==> src/rtl/block_frame_scanout_if.sv <==
// RAM-read and bank-swap bus between block_frame_scanout (master) and the
// frame writer / block RAM side (slave).
interface block_frame_scanout_if #(
    parameter int ADDR_W = 12
) ();
    // swap_req is a level that the writer holds until it sees swap_ack.
    // swap_ack is a one-cycle pulse on the cycle the display bank flips.
    // The writer drops swap_req after that edge. rd_addr is presented every
    // cycle, and rd_data answers it one cycle later.
    logic              swap_req;
    logic              swap_ack;
    logic              whichRAM;
    logic [ADDR_W-1:0] rd_addr;
    logic [7:0]        rd_data;

    modport master (
        input  swap_req,
        input  rd_data,
        output swap_ack,
        output whichRAM,
        output rd_addr
    );

    modport slave (
        output swap_req,
        output rd_data,
        input  swap_ack,
        input  whichRAM,
        input  rd_addr
    );
endinterface

==> src/rtl/block_frame_scanout.sv <==
// VGA scanout of a double-buffered 40x30 block frame buffer, with a bank swap at frame end.
// Optional SCANOUT_GRID_EN: grey overlay on the block boundaries.
module block_frame_scanout #(
    parameter int BLOCK_SHIFT = 4,
    parameter int ADDR_W      = 12,
    parameter int H_ACTIVE    = 640,
    parameter int H_FP        = 16,
    parameter int H_SYNC      = 96,
    parameter int H_BP        = 48,
    parameter int V_ACTIVE    = 480,
    parameter int V_FP        = 10,
    parameter int V_SYNC      = 2,
    parameter int V_BP        = 33
) (
    input  logic                   Clk,
    input  logic                   Reset_n,
    block_frame_scanout_if.master  bus,
    output logic                   frame_start,
    output logic                   VGA_HS,
    output logic                   VGA_VS,
    output logic                   VGA_BLANK_N,
    output logic [7:0]             VGA_R,
    output logic [7:0]             VGA_G,
    output logic [7:0]             VGA_B
);
    localparam int CNT_W   = 10;
    localparam int IDX_W   = ADDR_W - 1;
    localparam int H_TOTAL = H_ACTIVE + H_FP + H_SYNC + H_BP;
    localparam int V_TOTAL = V_ACTIVE + V_FP + V_SYNC + V_BP;
    localparam int BX_LAST = (H_ACTIVE - 1) >> BLOCK_SHIFT;
    localparam int BY_LAST = (V_ACTIVE - 1) >> BLOCK_SHIFT;

    // S0: counters, bank and address
    logic [CNT_W-1:0] hc, vc;
    logic             dispBank, whichRam, frameStartQ;
    logic             lastCol, lastLine, frameEnd, swapTake;
    logic             hActive, vActive, active, hsN, vsN;
    logic [IDX_W-1:0] bx, by, blockIdx;

    always_comb begin
        lastCol  = (hc == CNT_W'(H_TOTAL - 1));
        lastLine = (vc == CNT_W'(V_TOTAL - 1));
        frameEnd = lastCol && lastLine;
        swapTake = frameEnd && bus.swap_req;
        hActive  = (hc < CNT_W'(H_ACTIVE));
        vActive  = (vc < CNT_W'(V_ACTIVE));
        active   = hActive && vActive;
        hsN      = !((hc >= CNT_W'(H_ACTIVE + H_FP)) && (hc < CNT_W'(H_ACTIVE + H_FP + H_SYNC)));
        vsN      = !((vc >= CNT_W'(V_ACTIVE + V_FP)) && (vc < CNT_W'(V_ACTIVE + V_FP + V_SYNC)));
        // Blanking keeps the address parked on the last block of the grid row/column.
        bx       = hActive ? IDX_W'(hc >> BLOCK_SHIFT) : IDX_W'(BX_LAST);
        by       = vActive ? IDX_W'(vc >> BLOCK_SHIFT) : IDX_W'(BY_LAST);
        blockIdx = (by << 5) + (by << 3) + bx;
    end

    assign bus.rd_addr  = {dispBank, blockIdx};
    assign bus.swap_ack = swapTake;
    assign bus.whichRAM = whichRam;
    assign frame_start  = frameStartQ;

    always_ff @(posedge Clk or negedge Reset_n) begin
        if (!Reset_n) begin
            hc          <= '0;
            vc          <= '0;
            dispBank    <= 1'b0;
            whichRam    <= 1'b1;
            frameStartQ <= 1'b0;
        end else begin
            if (lastCol) begin
                hc <= '0;
                vc <= lastLine ? '0 : vc + 1'b1;
            end else begin
                hc <= hc + 1'b1;
            end
            // Pulses while the counters sit at (0,0), i.e. the cycle after frame end.
            frameStartQ <= frameEnd;
            if (swapTake) begin
                dispBank <= ~dispBank;
                whichRam <= dispBank;
            end
        end
    end

    // S1: flags travel alongside the RAM read
    logic s1Active, s1Hs, s1Vs;
`ifdef SCANOUT_GRID_EN
    logic s1GridH, s1GridV;
`endif

    always_ff @(posedge Clk or negedge Reset_n) begin
        if (!Reset_n) begin
            s1Active <= 1'b0;
            s1Hs     <= 1'b1;
            s1Vs     <= 1'b1;
`ifdef SCANOUT_GRID_EN
            s1GridH  <= 1'b0;
            s1GridV  <= 1'b0;
`endif
        end else begin
            s1Active <= active;
            s1Hs     <= hsN;
            s1Vs     <= vsN;
`ifdef SCANOUT_GRID_EN
            s1GridH  <= (hc[BLOCK_SHIFT-1:0] == '0);
            s1GridV  <= (vc[BLOCK_SHIFT-1:0] == '0);
`endif
        end
    end

    // Unpack 3:3:2 by bit replication so that full-scale codes reach 8'hFF.
    logic [2:0] r3, g3;
    logic [1:0] b2;
    logic [7:0] pixR, pixG, pixB;

    assign r3 = bus.rd_data[2:0];
    assign g3 = bus.rd_data[5:3];
    assign b2 = bus.rd_data[7:6];

    always_comb begin
        pixR = {r3, r3, r3[2:1]};
        pixG = {g3, g3, g3[2:1]};
        pixB = {b2, b2, b2, b2};
        if (!s1Active) begin
            pixR = '0;
            pixG = '0;
            pixB = '0;
        end
`ifdef SCANOUT_GRID_EN
        else if (s1GridH || s1GridV) begin
            pixR = 8'h80;
            pixG = 8'h80;
            pixB = 8'h80;
        end
`endif
    end

    // S2: registered outputs
    always_ff @(posedge Clk or negedge Reset_n) begin
        if (!Reset_n) begin
            VGA_HS      <= 1'b1;
            VGA_VS      <= 1'b1;
            VGA_BLANK_N <= 1'b0;
            VGA_R       <= '0;
            VGA_G       <= '0;
            VGA_B       <= '0;
        end else begin
            VGA_HS      <= s1Hs;
            VGA_VS      <= s1Vs;
            VGA_BLANK_N <= s1Active;
            VGA_R       <= pixR;
            VGA_G       <= pixG;
            VGA_B       <= pixB;
        end
    end
endmodule

==> src/flat_wrapper.sv <==
// flat-port wrapper written by rule: the top's interface ports become plain ports
module block_frame_scanout_flat 
#(
    parameter int BLOCK_SHIFT = 4,
    parameter int ADDR_W      = 12,
    parameter int H_ACTIVE    = 640,
    parameter int H_FP        = 16,
    parameter int H_SYNC      = 96,
    parameter int H_BP        = 48,
    parameter int V_ACTIVE    = 480,
    parameter int V_FP        = 10,
    parameter int V_SYNC      = 2,
    parameter int V_BP        = 33
)
  (Clk, Reset_n, frame_start, VGA_HS, VGA_VS, VGA_BLANK_N, VGA_R, VGA_G, VGA_B, bus_swap_req, bus_rd_data, bus_swap_ack, bus_whichRAM, bus_rd_addr);
  block_frame_scanout_if #(.ADDR_W(ADDR_W)) bus_i ();
  input  logic Clk;
  input  logic Reset_n;
  output logic frame_start;
  output logic VGA_HS;
  output logic VGA_VS;
  output logic VGA_BLANK_N;
  output logic [7:0] VGA_R;
  output logic [7:0] VGA_G;
  output logic [7:0] VGA_B;
  input wire logic [$bits(bus_i.swap_req)-1:0] bus_swap_req;
  input wire logic [$bits(bus_i.rd_data)-1:0] bus_rd_data;
  output wire logic [$bits(bus_i.swap_ack)-1:0] bus_swap_ack;
  output wire logic [$bits(bus_i.whichRAM)-1:0] bus_whichRAM;
  output wire logic [$bits(bus_i.rd_addr)-1:0] bus_rd_addr;
  assign bus_i.swap_req = bus_swap_req;
  assign bus_i.rd_data = bus_rd_data;
  assign bus_swap_ack = bus_i.swap_ack;
  assign bus_whichRAM = bus_i.whichRAM;
  assign bus_rd_addr = bus_i.rd_addr;
  block_frame_scanout #(.BLOCK_SHIFT(BLOCK_SHIFT), .ADDR_W(ADDR_W), .H_ACTIVE(H_ACTIVE), .H_FP(H_FP), .H_SYNC(H_SYNC), .H_BP(H_BP), .V_ACTIVE(V_ACTIVE), .V_FP(V_FP), .V_SYNC(V_SYNC), .V_BP(V_BP)) u_core (.Clk(Clk), .Reset_n(Reset_n), .bus(bus_i), .frame_start(frame_start), .VGA_HS(VGA_HS), .VGA_VS(VGA_VS), .VGA_BLANK_N(VGA_BLANK_N), .VGA_R(VGA_R), .VGA_G(VGA_G), .VGA_B(VGA_B));
endmodule
==> config.mk <==
export PLATFORM = sky130hd
export DESIGN_NAME = block_frame_scanout_flat
export DESIGN_NICKNAME = d
export VERILOG_FILES = /design/src/rtl/block_frame_scanout_if.sv /design/src/rtl/block_frame_scanout.sv /design/src/flat_wrapper.sv
export SDC_FILE = /design/constraint.sdc
export NUM_CORES = 1
export LEC_CHECK = 0
export ABC_AREA = 1
export CORE_UTILIZATION = 40
export CTS_BUF_LIST = sky130_fd_sc_hd__clkbuf_2
export DETAILED_ROUTE_END_ITERATION = 10
export GPL_TIMING_DRIVEN = 0
export PLACE_DENSITY = 0.69
export SYNTH_ARGS = -nofsm -noshare
export SYNTH_HDL_FRONTEND = slang
export SYNTH_SLANG_ARGS = --single-unit
==> constraint.sdc <==
create_clock -name Clk -period 3.4 [get_ports Clk]
set_input_delay 0.34 -clock Clk [delete_from_list [all_inputs] [get_ports Clk]]
set_output_delay 0.34 -clock Clk [all_outputs]
set_load 0.1 [all_outputs]
-- Word level (Yosys, flattened, before mapping)
Index checks and enable logic that the tools add are counted.
Widths: inputs -> output; s select.
- register bits: 53
- bits of input ports: 11
- output and inout bits: 42
- logic and storage cells: 41
- add/sub/neg operators: 4
- magnitude comparators: 6
- equality and inequality tests: 2
- muxes and demuxes: 7
- bitwise gates (word level): 1
- reductions and logical operators: 7
- operators by type and width (kind ; number):
    $mux 8 ; 3
    $add 11x11->11 ; 2
    $add 10x1->10 const B ; 2
    $eq 10x10->1 const B ; 2
    $lt 10x10->1 const B ; 2
    $lt 10x9->1 const B ; 2
    $mux 10 ; 2
    $mux 6 ; 2
    $ge 10x10->1 const B ; 1
    $ge 10x9->1 const B ; 1
    $logic_and 1x1->1 ; 5
    $logic_not 1->1 ; 2
    $not 1->1 ; 1

-- Longest topological paths before layout
- depth in word-level cells: 4
- depth in mapped cells: 15
- depth with buffers taken out: 15

-- Worst setup path after synthesis
OpenSTA, ideal clock, no wires.
- kind: reg2out
- start: register u_core.vc[6]
- end: output port bus_rd_addr[7]
- data arrival time: 3.418 ns
- data required time: 3.060 ns
- setup slack: -0.358 ns
- stages on the path, launching flop included: 15
- path buffers: 0
- cells stage by stage: dfrtp_1 -> nand2_1 -> nor2_2 -> nor2_2 -> inv_2 -> nor2_1 -> inv_2 -> o21a_1 -> ha_1 -> inv_1 -> nand2_1 -> ha_1 -> a21o_1 -> a31oi_1 -> xnor2_1
- longest elaborated chain between the ends: 4
- ends and longest elaborated chain (element ; line ; text):
    start, declared ; block_frame_scanout.sv:34 ; logic [CNT_W-1:0] hc, vc;
    start signal, assigned ; block_frame_scanout.sv:71 ; vc <= lastLine ? '0 : vc + 1'b1;
    $lt 10x9->1 ; block_frame_scanout.sv:46 ; vActive = (vc < CNT_W'(V_ACTIVE));
    $mux 6 * ; block_frame_scanout.sv:52 ; by = vActive ? IDX_W'(vc >> BLOCK_SHIFT) : IDX_W'(BY_LAST);
    $add 11x11->11 * (2 in series) ; block_frame_scanout.sv:53 ; blockIdx = (by << 5) + (by << 3) + bx;
    end, declared ; flat_wrapper.sv:30 ; output wire logic [$bits(bus_i.rd_addr)-1:0] bus_rd_addr;
Every way passes the cells marked *; elsewhere a longest branch is shown, timed or not.

-- Worst setup path after layout
- start: register u_core.vc[7]
- end: output port bus_rd_addr[8]
Same word-level chain as after synthesis.

==> qor.txt <==
P&R area growth vs syn = 33.0%
Combinational share of power = 22.0%
Final std cells w/o fill = 417
Layout cells sized above 1 = 22.0%
Yosys top cell area share = 35.1%
Post-Syn Nets = 309
CTS buffer count = 5
Max cap viols = 0
First-pass GRT wire length = 7730 um
Post-DRT Antenna Nets = 0
Worst r2r src = u_core.hc[0]
Top FF cell, synth = dfrtp_1
Dpl hpwl = 3420 um
Initial DRC Count = 123
Critical Path End Type = output pin
Worst path arrival time = 2.90 ns
Initial antenna violation count = 0
Die footprint = 0.00601 mm2
Remaining Overflow, GRT = 0
M3 GR Usage = 3.41%
Failing checks = hold timing
Post-detailed-route wirelength per cell = 11.0 um
Endpoints failing setup = 0
Clock period minus worst slack = 3.24 ns
Post-Route WL = 4590 um
Layout Skew = 0.0265 ns
Chip Width = 77.5 um
Grt met2 use = 28.6%
CP required = 3.06 ns
Synth warnings = 0
Number of synthesized flops with an enable pin = 0
Run status = finished, violations left
IO Count = 53
Layout fillers = 515
Fin nets = 371
Avg Cell Area, Syn = 8.09 um2
Power density over cell area = 275 mW/mm2
Area occupied by multi-input gates = 0.00110 mm2
Via density = 4.67
Worst-Skew Late Latency = 0.39 ns
Largest cells by area after synthesis = dfrtp_1, nand2_1, ha_1
Seq/Total Area, Yosys = 40.9%
First-pass DRT Iterations = 4
Internal power = 541 uW
FMAX = 0.308 GHz
Max-slew violation count = 0
Post-synth top area cell = dfrtp_1
Worst Hold Class = primary input to async pin
H-tree depth = 2
Async set or reset register ratio after synthesis = 100%
#FFs+latches synth = 37
Top-count cell post-synth = nand2_1
Switching share of power = 35.1%
VDD IR max = 254 uV
Worst Setup SP = u_core.vc[7]
Slew HR = 34.1%
Clk sinks = 37
Port Buf Inserts = 52
Initial Utilization = 41.4%
GPL Wtd Cong = 0.812
Worst Tran Pin Value = 0.986 ns
Cells after synthesis = 282
Final period util = 95.4%
CTS Hold Bufs = 0
Die height = 77.5 um
TritonCTS clock tree = yes
Met1 GRT Util = 19.7%
Gr usage total = 16.2%
Final hold slack = -0.00569 ns
Synthesized cell area = 0.00228 mm2
Post-synth cell types = 32
Vias = 1946
Max clock buf depth = 2
Sw power = 293 uW
Setup TNS = 0 ns
Sequential Area = 935 um2
CTS root buffer = clkbuf_2
CTS clk-pin slew, worst paths = 0.21 ns
Final worst slack = 0.158 ns
Core area = 0.00551 mm2
CP Launch Type = register
Proportion of power drawn by the clock network = 24.1%
Flop pwr share = 53.9%
Number of diodes = 0
Global route hottest layer = met2
Critical path fanouts, max = 5
Leak pwr = 1.57 nW
Row count = 27
Count of final hold-check violations = 3
DR DRC count = 0
Largest net degree at the start of global routing = 38
Post-synth top cells = nand2_1, inv_1, dfrtp_1, nor2_1, buf_4
CP Class = register to output pin
Placed cells = 406
Vias in the first global route = 1797
Pre-CTS setup slack = -0.461 ns
logic make-up (layout without fill, tap and decap cells):
| group | after synthesis | after routing | synth area share (%) |
|---|---|---|---|
| other cells | 1 | 1 | 0.164 |
| buf+inv | 66 | 129 | 14.2 |
| compound gates | 22 | 22 | 5.38 |
| flops | 37 | 37 | 40.9 |
| fa+ha+maj | 16 | 16 | 9.11 |
| xor+xnor | 12 | 12 | 4.61 |
| simple gates | 128 | 128 | 25.7 |
worst paths after layout:
check	to	slack [ns]	depth (start not counted)
max	bus_rd_addr[8]	0.16	12
min	u_core.hc[8]	-0.006	1
max reg2reg	u_core.dispBank	1.72	7
min reg2reg	u_core.VGA_VS	0.37	0
max in group asynchronous	u_core.vc[5]	2.84	1
min in group Clk	u_core.VGA_VS	0.37	0
metrics by stage:
stage / utilization [%] / hold WS [ns] / power, mW / cell area, um2
3_3_place_gp: 53.1 / 0.346 / 0.641 / 2930
4_1_cts: 54.0 / 0.0148 / 0.845 / 2970
3_5_place_dp: 53.0 / 0.349 / 0.642 / 2920
5_1_grt: 55.1 / 0.0402 / 0.868 / 3030
2_1_floorplan: - / 0.0444 / 0.592 / 2310
6_report: 55.1 / -0.00569 / 0.834 / 3030
critical path, stage by stage (launching register included):
cell and delay (ns):
dfrtp_1 0.45, nand2_2 0.08, nor2_2 0.20, nor2_2 0.08, inv_2 0.11, nor2_2 0.06
ha_1 0.29, ha_1 0.25, fa_2 0.39, nand3_1 0.10, nand2_2 0.09, xor2_2 0.12
buf_4 0.30
layout make-up:
type                    instances  share of cell area (%)
clock buffers                   5                   0.825
plain buffers                  22                    5.24
repair buffers                 55                    17.8
well taps                      72                    2.97
multi-input cells             179                    36.4
inverters                      44                    5.44
flip-flops and latches         37                    30.8
clock inverters                 3                   0.577
power by group through the flow:
| stage | Clock, mW | Combinational [mW] | Sequential, mW |
|---|---|---|---|
| global placement | 0 | 0.185 | 0.457 |
| CTS | 0.210 | 0.185 | 0.449 |
| global route | 0.227 | 0.191 | 0.450 |
| finish | 0.201 | 0.184 | 0.449 |
| detailed placement | 0 | 0.185 | 0.457 |
| floorplan | 0 | 0.0988 | 0.493 |
what timing repair did:
item / CTS / global route
endpoints found under the setup margin: 7 / 8
resized for setup: 39 / 15
buffers inserted: 1 / 2
pin swaps: 0 / 5
sequential cells by signal, summed over array words and instances (netlist names), 2 cells and up:
name / count
u_core.hc: 10
u_core.VGA_R: 3
u_core.VGA_B: 2
u_core.vc: 10
u_core.VGA_G: 3
layout by cell type (no fill, tap or decap), types with 2 or more instances in the layout:
cell type,instances
nor3_1,5
nor2_1,24
a21oi_1,6
clkdlybuf4s50_1,43
clkinv_2,2
inv_1,39
nand4_1,9
inv_2,5
dfrtp_1,30
nor2_4,2
dfstp_2,5
buf_2,4
ha_1,14
nand3b_1,2
buf_6,3
clkbuf_1,2
nor3_2,2
dfrtp_2,2
nor2_2,6
o21ai_0,8
nand2_1,57
xor2_2,3
buf_4,22
xor2_1,7
clkbuf_2,5
nand3_2,3
nand2_2,4
nand3_1,14
routing by layer:
layer  wire [um]  up-vias  share of wire (%)
li1            -      989                  -
met1        2060      917                 45
met2        2320       35                 51
met3         174        5                3.8
met4          37        0               0.81
met5           0        -                  0
(Power assumes the default switching activity.)
